$ cat config.mk
export PLATFORM = sky130hd
export DESIGN_NAME = encrypt_ctrl
export DESIGN_NICKNAME = d
export VERILOG_FILES = /design/src/rtl/encrypt_ctrl.sv
export SDC_FILE = /design/constraint.sdc
export NUM_CORES = 1
export LEC_CHECK = 0
export ABC_AREA = 1
export CORE_ASPECT_RATIO = 1.25
export CORE_MARGIN = 1.5
export CORE_UTILIZATION = 52
export CTS_BUF_LIST = sky130_fd_sc_hd__clkbuf_16
export DETAILED_ROUTE_END_ITERATION = 10
export PLACE_DENSITY = 0.77
export SYNTH_ARGS = -nofsm -noshare
export SYNTH_HDL_FRONTEND = slang
export SYNTH_SLANG_ARGS = --single-unit
$ cat constraint.sdc
create_clock -name clk -period 4.6 [get_ports clk]
set_input_delay 0.92 -clock clk [delete_from_list [all_inputs] [get_ports clk]]
set_output_delay 0.92 -clock clk [all_outputs]
set_load 0.1 [all_outputs]
$ cat src/rtl/encrypt_ctrl.sv
// encrypt_ctrl: iterative PRESENT-80 block cipher controller.
// One round datapath and one key-schedule datapath are shared across all
// 31 rounds. A 4-phase req/ack handshake starts an operation and returns
// the ciphertext on c. The result is valid 32 cycles after the accept edge.
// Optional feature: define ENCRYPT_CTRL_ROUND_OUT_EN to add the 5-bit rnd
// output. rnd shows the active round number while rounds are running.

package encrypt_ctrl_pkg;

    // PRESENT 4-bit S-box. Nibble x of the table holds S(x).
    localparam logic [63:0] SBOX_TABLE = 64'h21748FE3DA09B65C;

    function automatic logic [3:0] sbox(input logic [3:0] x);
        return SBOX_TABLE[{x, 2'b00} +: 4];
    endfunction

endpackage

// One PRESENT round: addRoundKey, then sBoxLayer, then pLayer.
module encrypt_ctrl_round (
    input  logic [63:0] state_in,
    input  logic [63:0] round_key,
    output logic [63:0] state_out
);
    import encrypt_ctrl_pkg::*;

    logic [63:0] mixed;
    logic [63:0] subbed;

    assign mixed = state_in ^ round_key;

    for (genvar n = 0; n < 16; n++) begin : g_sbox
        assign subbed[4*n +: 4] = sbox(mixed[4*n +: 4]);
    end

    // pLayer: bit i moves to position i*16 mod 63. Bit 63 stays in place.
    for (genvar i = 0; i < 63; i++) begin : g_perm
        assign state_out[(i * 16) % 63] = subbed[i];
    end
    assign state_out[63] = subbed[63];

endmodule

// PRESENT-80 key update. The register is rotated left by 61. The top
// nibble then passes through the S-box. The round counter is XORed into
// bits [19:15].
module encrypt_ctrl_key_schedule (
    input  logic [79:0] key_in,
    input  logic [4:0]  round_ctr,
    output logic [79:0] key_out
);
    import encrypt_ctrl_pkg::*;

    logic [79:0] rotated;

    assign rotated = {key_in[18:0], key_in[79:19]};

    // Apply the S-box and the counter XOR on top of the rotated key.
    always_comb begin
        key_out         = rotated;
        key_out[79:76]  = sbox(rotated[79:76]);
        key_out[19:15]  = rotated[19:15] ^ round_ctr;
    end

endmodule

module encrypt_ctrl (
    input  logic        clk,
    input  logic        rst,
    input  logic [79:0] k,
    input  logic [63:0] m,
    output logic [63:0] c,
    input  logic        req,
    output logic        ack,
    output logic        busy
`ifdef ENCRYPT_CTRL_ROUND_OUT_EN
    ,
    output logic [4:0]  rnd
`endif
);

    typedef enum logic [1:0] {
        IDLE,
        ROUND,
        FINAL,
        DONE
    } fsm_t;

    fsm_t        fsm;
    logic [63:0] state;
    logic [79:0] key;
    logic [4:0]  rc;
    logic [63:0] state_next;
    logic [79:0] key_next;

    encrypt_ctrl_round u_round (
        .state_in  (state),
        .round_key (key[79:16]),
        .state_out (state_next)
    );

    encrypt_ctrl_key_schedule u_key_schedule (
        .key_in    (key),
        .round_ctr (rc),
        .key_out   (key_next)
    );

    // Handshake FSM, datapath registers and registered outputs.
    // busy (and rnd) are loaded alongside the state transitions, so they
    // track the ROUND/FINAL states without a combinational decode.
    always_ff @(posedge clk) begin
        if (rst) begin
            fsm   <= IDLE;
            state <= '0;
            key   <= '0;
            rc    <= '0;
            c     <= '0;
            ack   <= 1'b0;
            busy  <= 1'b0;
`ifdef ENCRYPT_CTRL_ROUND_OUT_EN
            rnd   <= '0;
`endif
        end else begin
            case (fsm)
                IDLE: begin
                    if (req) begin
                        state <= m;
                        key   <= k;
                        rc    <= 5'd1;
                        busy  <= 1'b1;
`ifdef ENCRYPT_CTRL_ROUND_OUT_EN
                        rnd   <= 5'd1;
`endif
                        fsm   <= ROUND;
                    end
                end
                ROUND: begin
                    state <= state_next;
                    key   <= key_next;
                    rc    <= rc + 5'd1;
                    if (rc == 5'd31) begin
                        fsm <= FINAL;
`ifdef ENCRYPT_CTRL_ROUND_OUT_EN
                        rnd <= '0;
`endif
                    end else begin
`ifdef ENCRYPT_CTRL_ROUND_OUT_EN
                        rnd <= rc + 5'd1;
`endif
                    end
                end
                FINAL: begin
                    c    <= state ^ key[79:16];
                    ack  <= 1'b1;
                    busy <= 1'b0;
                    fsm  <= DONE;
                end
                DONE: begin
                    if (!req) begin
                        ack <= 1'b0;
                        fsm <= IDLE;
                    end
                end
                default: begin
                    fsm <= IDLE;
                end
            endcase
        end
    end

endmodule

After elaboration in Yosys (flattened, before gate mapping). Index checks and enable logic that the tools add are counted.

Eq/ne operators: 7. Add/sub/neg operators: 1. Multiplexer cells: 14. Bitwise gates (word level): 2. Reduce and logical (&&, ||, !) cells: 8. Shift-type cells: 17.

Operator list (count): $shiftx A64 B7 Y4 const A (17); $pmux W80 S2 (1); $pmux W64 S2 (1); $mux W80 (1); $mux W64 (1); $xor A64 B64 Y64 (1); $pmux W5 S2 (1); $pmux W2 S4 (1); $mux W2 (3); $ne A2 B2 Y1 const B (3); $reduce_and A2 Y1 (3); $reduce_bool A2 Y1 (3); $add A5 B1 Y5 const B (1); $eq A5 B5 Y1 const B (1); $mux W5 (1); $xor A5 B5 Y5 (1); $eq A2 B2 Y1 const B (2); $pmux W1 S2 (2); $reduce_and A3 Y1 (1); $eq A2 B1 Y1 const B (1); $logic_not A2 Y1 (1); $mux W1 (2).

Bits in registers: 217. Logic and storage cells: 56. Output and inout port bits: 66. Input port bits: 147.

Depth between registers and ports, before layout.
Word-level depth: 3. Depth in mapped cells: 12. Depth with buffers taken out: 12.

Cells and area by module. Synthesis repeated with hierarchy kept, for this count alone.

Cell total of the unflattened synthesis: 2610. Area, all modules: 15633.7 µm².

By module, submodules not included: encrypt_ctrl (sequential area each 4344.2 µm², times used 1, area an instance 10472.5 µm², cells an instance 1566); encrypt_ctrl_round (sequential area each 0.0 µm², times used 1, area an instance 4375.4 µm², cells an instance 929); encrypt_ctrl_key_schedule (sequential area each 0.0 µm², times used 1, area an instance 785.8 µm², cells an instance 115).

Worst setup path before layout. No wires, ideal clock.

Path type: input to register. From: input port rst. To: register state[47]. Required time: 4.468 ns. Cell stages on the path: 4. Library setup time: 0.132 ns. Slack: 2.740 ns. Path buffers: 3. Arrival time: 1.728 ns. Cells stage by stage: clkbuf_1 clkbuf_1 clkbuf_1 a21oi_1.

RTL lines: start, declared (RTL line 69) `input logic rst,`; end signal, assigned (RTL line 127) `state <= m;`; end signal, assigned (RTL line 138) `state <= state_next;`; end, declared (RTL line 90) `logic [63:0] state;`.

No word-level cell between the ends.

Worst setup path after layout.
From: register fsm[1]. To: register state[47].

Cells in the longest elaborated chain, start to end: 3. Elaborated cells between the ends (all ways): 6. Classes of those cells: eq/ne: 2; mux: 1; reduce/logical: 3.

Ends and longest elaborated chain: start, declared (RTL line 89) `fsm_t fsm;`; start signal, assigned (RTL line 113) `fsm <= IDLE;`; start signal, assigned (RTL line 134) `fsm <= ROUND;`; start signal, assigned (RTL line 142) `fsm <= FINAL;`; $eq A2 B1 Y1 / $logic_not A2 Y1 (equally long branches) (RTL line 124) `case (fsm)`; $reduce_bool A2 Y1 (no line) / $ne A2 B2 Y1 (equally long branches); $reduce_and A2 Y1 (no line).

Parallel ways exist; a longest one is shown, timed or not. A chain may end at the register's enable or synchronous reset.

==> metrics.yaml <==
run_status: "finished, final reports clean"
synth_simple_gate_area_share_pct: 30.8
vias: 14400
drt-initial-drc-count: 1374
maxSlewViolCount: 0
grt_usage_pct: 32.7
ys_warn_count: 0
tightestPinTransition_ps: 1010
fin_crit_sh_pct: 77.0
portBuffers: 212
finalCriticalPeriod_ps: 3540
synth_fp_nets: 2327
async_flop_share_pct: 0
synth_top_flop_cell: "dfxtp_1"
vdd_drop_max_uv: 522
crit_chain: "inv_1, ha_4, inv_4, o21ai_4, inv_4, buf_12, nand2_1, o21ai_0, inv_1, a21oi_1"
wire_per_inst_um: 16.8
hold-worst-slack_ps: 469
met2_usage_pct: 56.0
synth_edf_count: 0
syn_area_mm2: 0.0132
wirelength_mm: 44.1
io_pins: 213
drive_gt1_share_pct: 2.06
cp.arrival_ps: 3910
nets: 2472
worstSkewPairLatency_ps: 540
route.detailed.drc: 0
vias_per_cell: 5.49
coreArea_mm2: 0.0251
clock-root-buffer: "clkbuf_16"
grt-ovfl-total: 0
slowest_delay_ps: 900
syn_avg_cell_area_um2: 6.23
path_clk_slew_ps: 60
grt_max_degree: 105
p_per_area_mw_per_mm2: 840
cts_resized: 0
area_growth_pct: 21.9
synthCells: 2121
cts_setup_buffers: 0
crit_path_start_kind: "register"
postRouteAntennaNets: 0
use_met3_pct: 3.66
finalClockSkew_ps: 19.2
required_ps: 4970
slowest_stage: "o21ai_4"
clockBufferDepth: 3
grt_pass1_wl_mm: 68.8
crit_path_max_fanout: 75
htreeDepth: 1
timing.hold.worst.class: "reg -> reg"
crit_path_end_kind: "register"
hold_viol: 0
ys_types: 28
criticalPathCategory: "reg -> reg"
cts_buffers: 24
die_x_um: 146
synth_adder_area_share_pct: 5.59
grt_pass1_vias: 13100
die_h_um: 181
p_leak_nw: 7.56
fmax_mhz: 282
fill_cells: 2302
die_area_mm2: 0.0264
hpwl_mm: 32.0
tns_ps: 0
synth_xor_area_share_pct: 1.13
cap_violations: 0
cts_num_sinks: 217
relSlewSlack_pct: 32.3
antenna_found_initial: 0
synth_compound_area_share_pct: 18.3
met1_usage_pct: 41.3
synth_seq_cells: 217
cts_tree: "built"
hold_buffers: 0
busiest_layer: "met2"
num_rows: 65
synth-seq-area-share_pct: 32.9
yosys-mux-area-fraction_pct: 0
antenna_cells: 0
finalSetupViolCount: 0
firstDrtPassIters: 5
initial_core_util_pct: 52.5
synth_top_family_by_area: "simple AND/OR/NAND/NOR gates"
gp_congestion: 0.926
rsz0062_at_grt: "false"
==> cell usage in the layout, fill, tap and decap left out, types with 2 or more instances in the layout <==
master	instances
nand3_1	120
ha_4	2
nor2_1	116
dfxtp_1	217
o21ai_0	138
clkdlybuf4s50_1	211
xnor2_1	4
buf_12	2
nand4_1	9
inv_1	273
ha_1	57
o21ai_1	5
a21oi_1	133
buf_4	10
nor3_1	9
inv_4	2
nand2_1	776
a31oi_1	51
clkinv_2	2
o211ai_1	78
o21bai_1	6
o22ai_1	11
xor2_1	13
clkinv_1	7
clkbuf_16	24
==> report_power, final <==
group          total [mW]  switching (mW)  internal, mW
clock                1.76           0.816         0.946
combinational        8.50            6.06          2.44
sequential           3.25           0.652          2.60
total                13.5            7.53          5.99
==> kinds of logic (layout without fill, tap and decap cells) <==
kind of cell    count (synthesis)  in the layout
fa+ha+maj                      59             59
flops                         217            217
compound gates                424            424
xor+xnor                       17             17
simple gates                 1032           1032
buf+inv                       372            534
==> through the flow <==
stage               util, %  area (um^2)  instances  setup WS (ps)  total power [mW]
floorplan                 -        13200       2121           2740              9.48
global placement       61.3        15400       2575           1150              11.4
detailed placement     61.3        15400       2575           1100              11.6
CTS                    64.1        16100       2618           1140              13.4
global route           64.1        16100       2618            768              14.6
finish                 64.1        16100       2618           1060              13.5
==> worst paths after layout <==
path                                          start  cells after the start  slack, ps                      to
worst max-delay path            fsm[1]$_SDFFE_PP0P_                     10       1060  state[47]$_SDFFE_PP0P_
worst min register to register  key[6]$_SDFFE_PP0P_                      2        470    key[67]$_SDFFE_PP0P_
worst max register to register  fsm[1]$_SDFFE_PP0P_                     10       1060  state[47]$_SDFFE_PP0P_
worst min-delay path            key[6]$_SDFFE_PP0P_                      2        470    key[67]$_SDFFE_PP0P_
==> sequential cells by signal (all words and copies together) (netlist names) <==
signal  flops
ack         1
busy        1
c          64
fsm         2
key        80
rc          5
state      64
==> cells in the mapped netlist (all sizes together) (11+ instances only) <==
| master | n | area share (%) |
|---|---|---|
| ha | 59 | 5.6 |
| clkbuf | 49 | 1.4 |
| buf | 56 | 2.3 |
| a21oi | 133 | 5.0 |
| dfxtp | 217 | 33 |
| nand3 | 120 | 4.5 |
| inv | 267 | 7.6 |
| nand2 | 776 | 22 |
| o21ai | 144 | 5.5 |
| o211ai | 78 | 4.4 |
| xor2 | 13 | 0.86 |
| o22ai | 11 | 0.52 |
| a31oi | 51 | 2.4 |
| nor2 | 116 | 3.3 |
==> final cells by class <==
cell class | instances | area, um^2 | share of cell area [%]
Timing Repair Buffer | 224 | 2230 | 13.9
Multi-Input combinational cell | 1532 | 7400 | 46.0
Clock buffer | 24 | 601 | 3.73
Inverter | 267 | 1010 | 6.27
Clock inverter | 19 | 92.6 | 0.575
Sequential cell | 217 | 4340 | 27.0
Tap cell | 335 | 419 | 2.60
==> per-layer routing <==
layer	up-vias	share of wire (%)	wire, um
met1	6593	41	18000
li1	7089	-	-
met4	0	4.6	2030
met3	101	7.0	3110
met2	591	48	21000
met5	-	0	0
==> critical path: cells and delay by family, from the launching register on <==
kind / cells / cell delay, ps
flops: 1 / 350
compound gates: 3 / 1030
simple gates: 1 / 80
fa+ha+maj: 1 / 420
buf+inv: 5 / 1410
(Power assumes the default switching activity.)
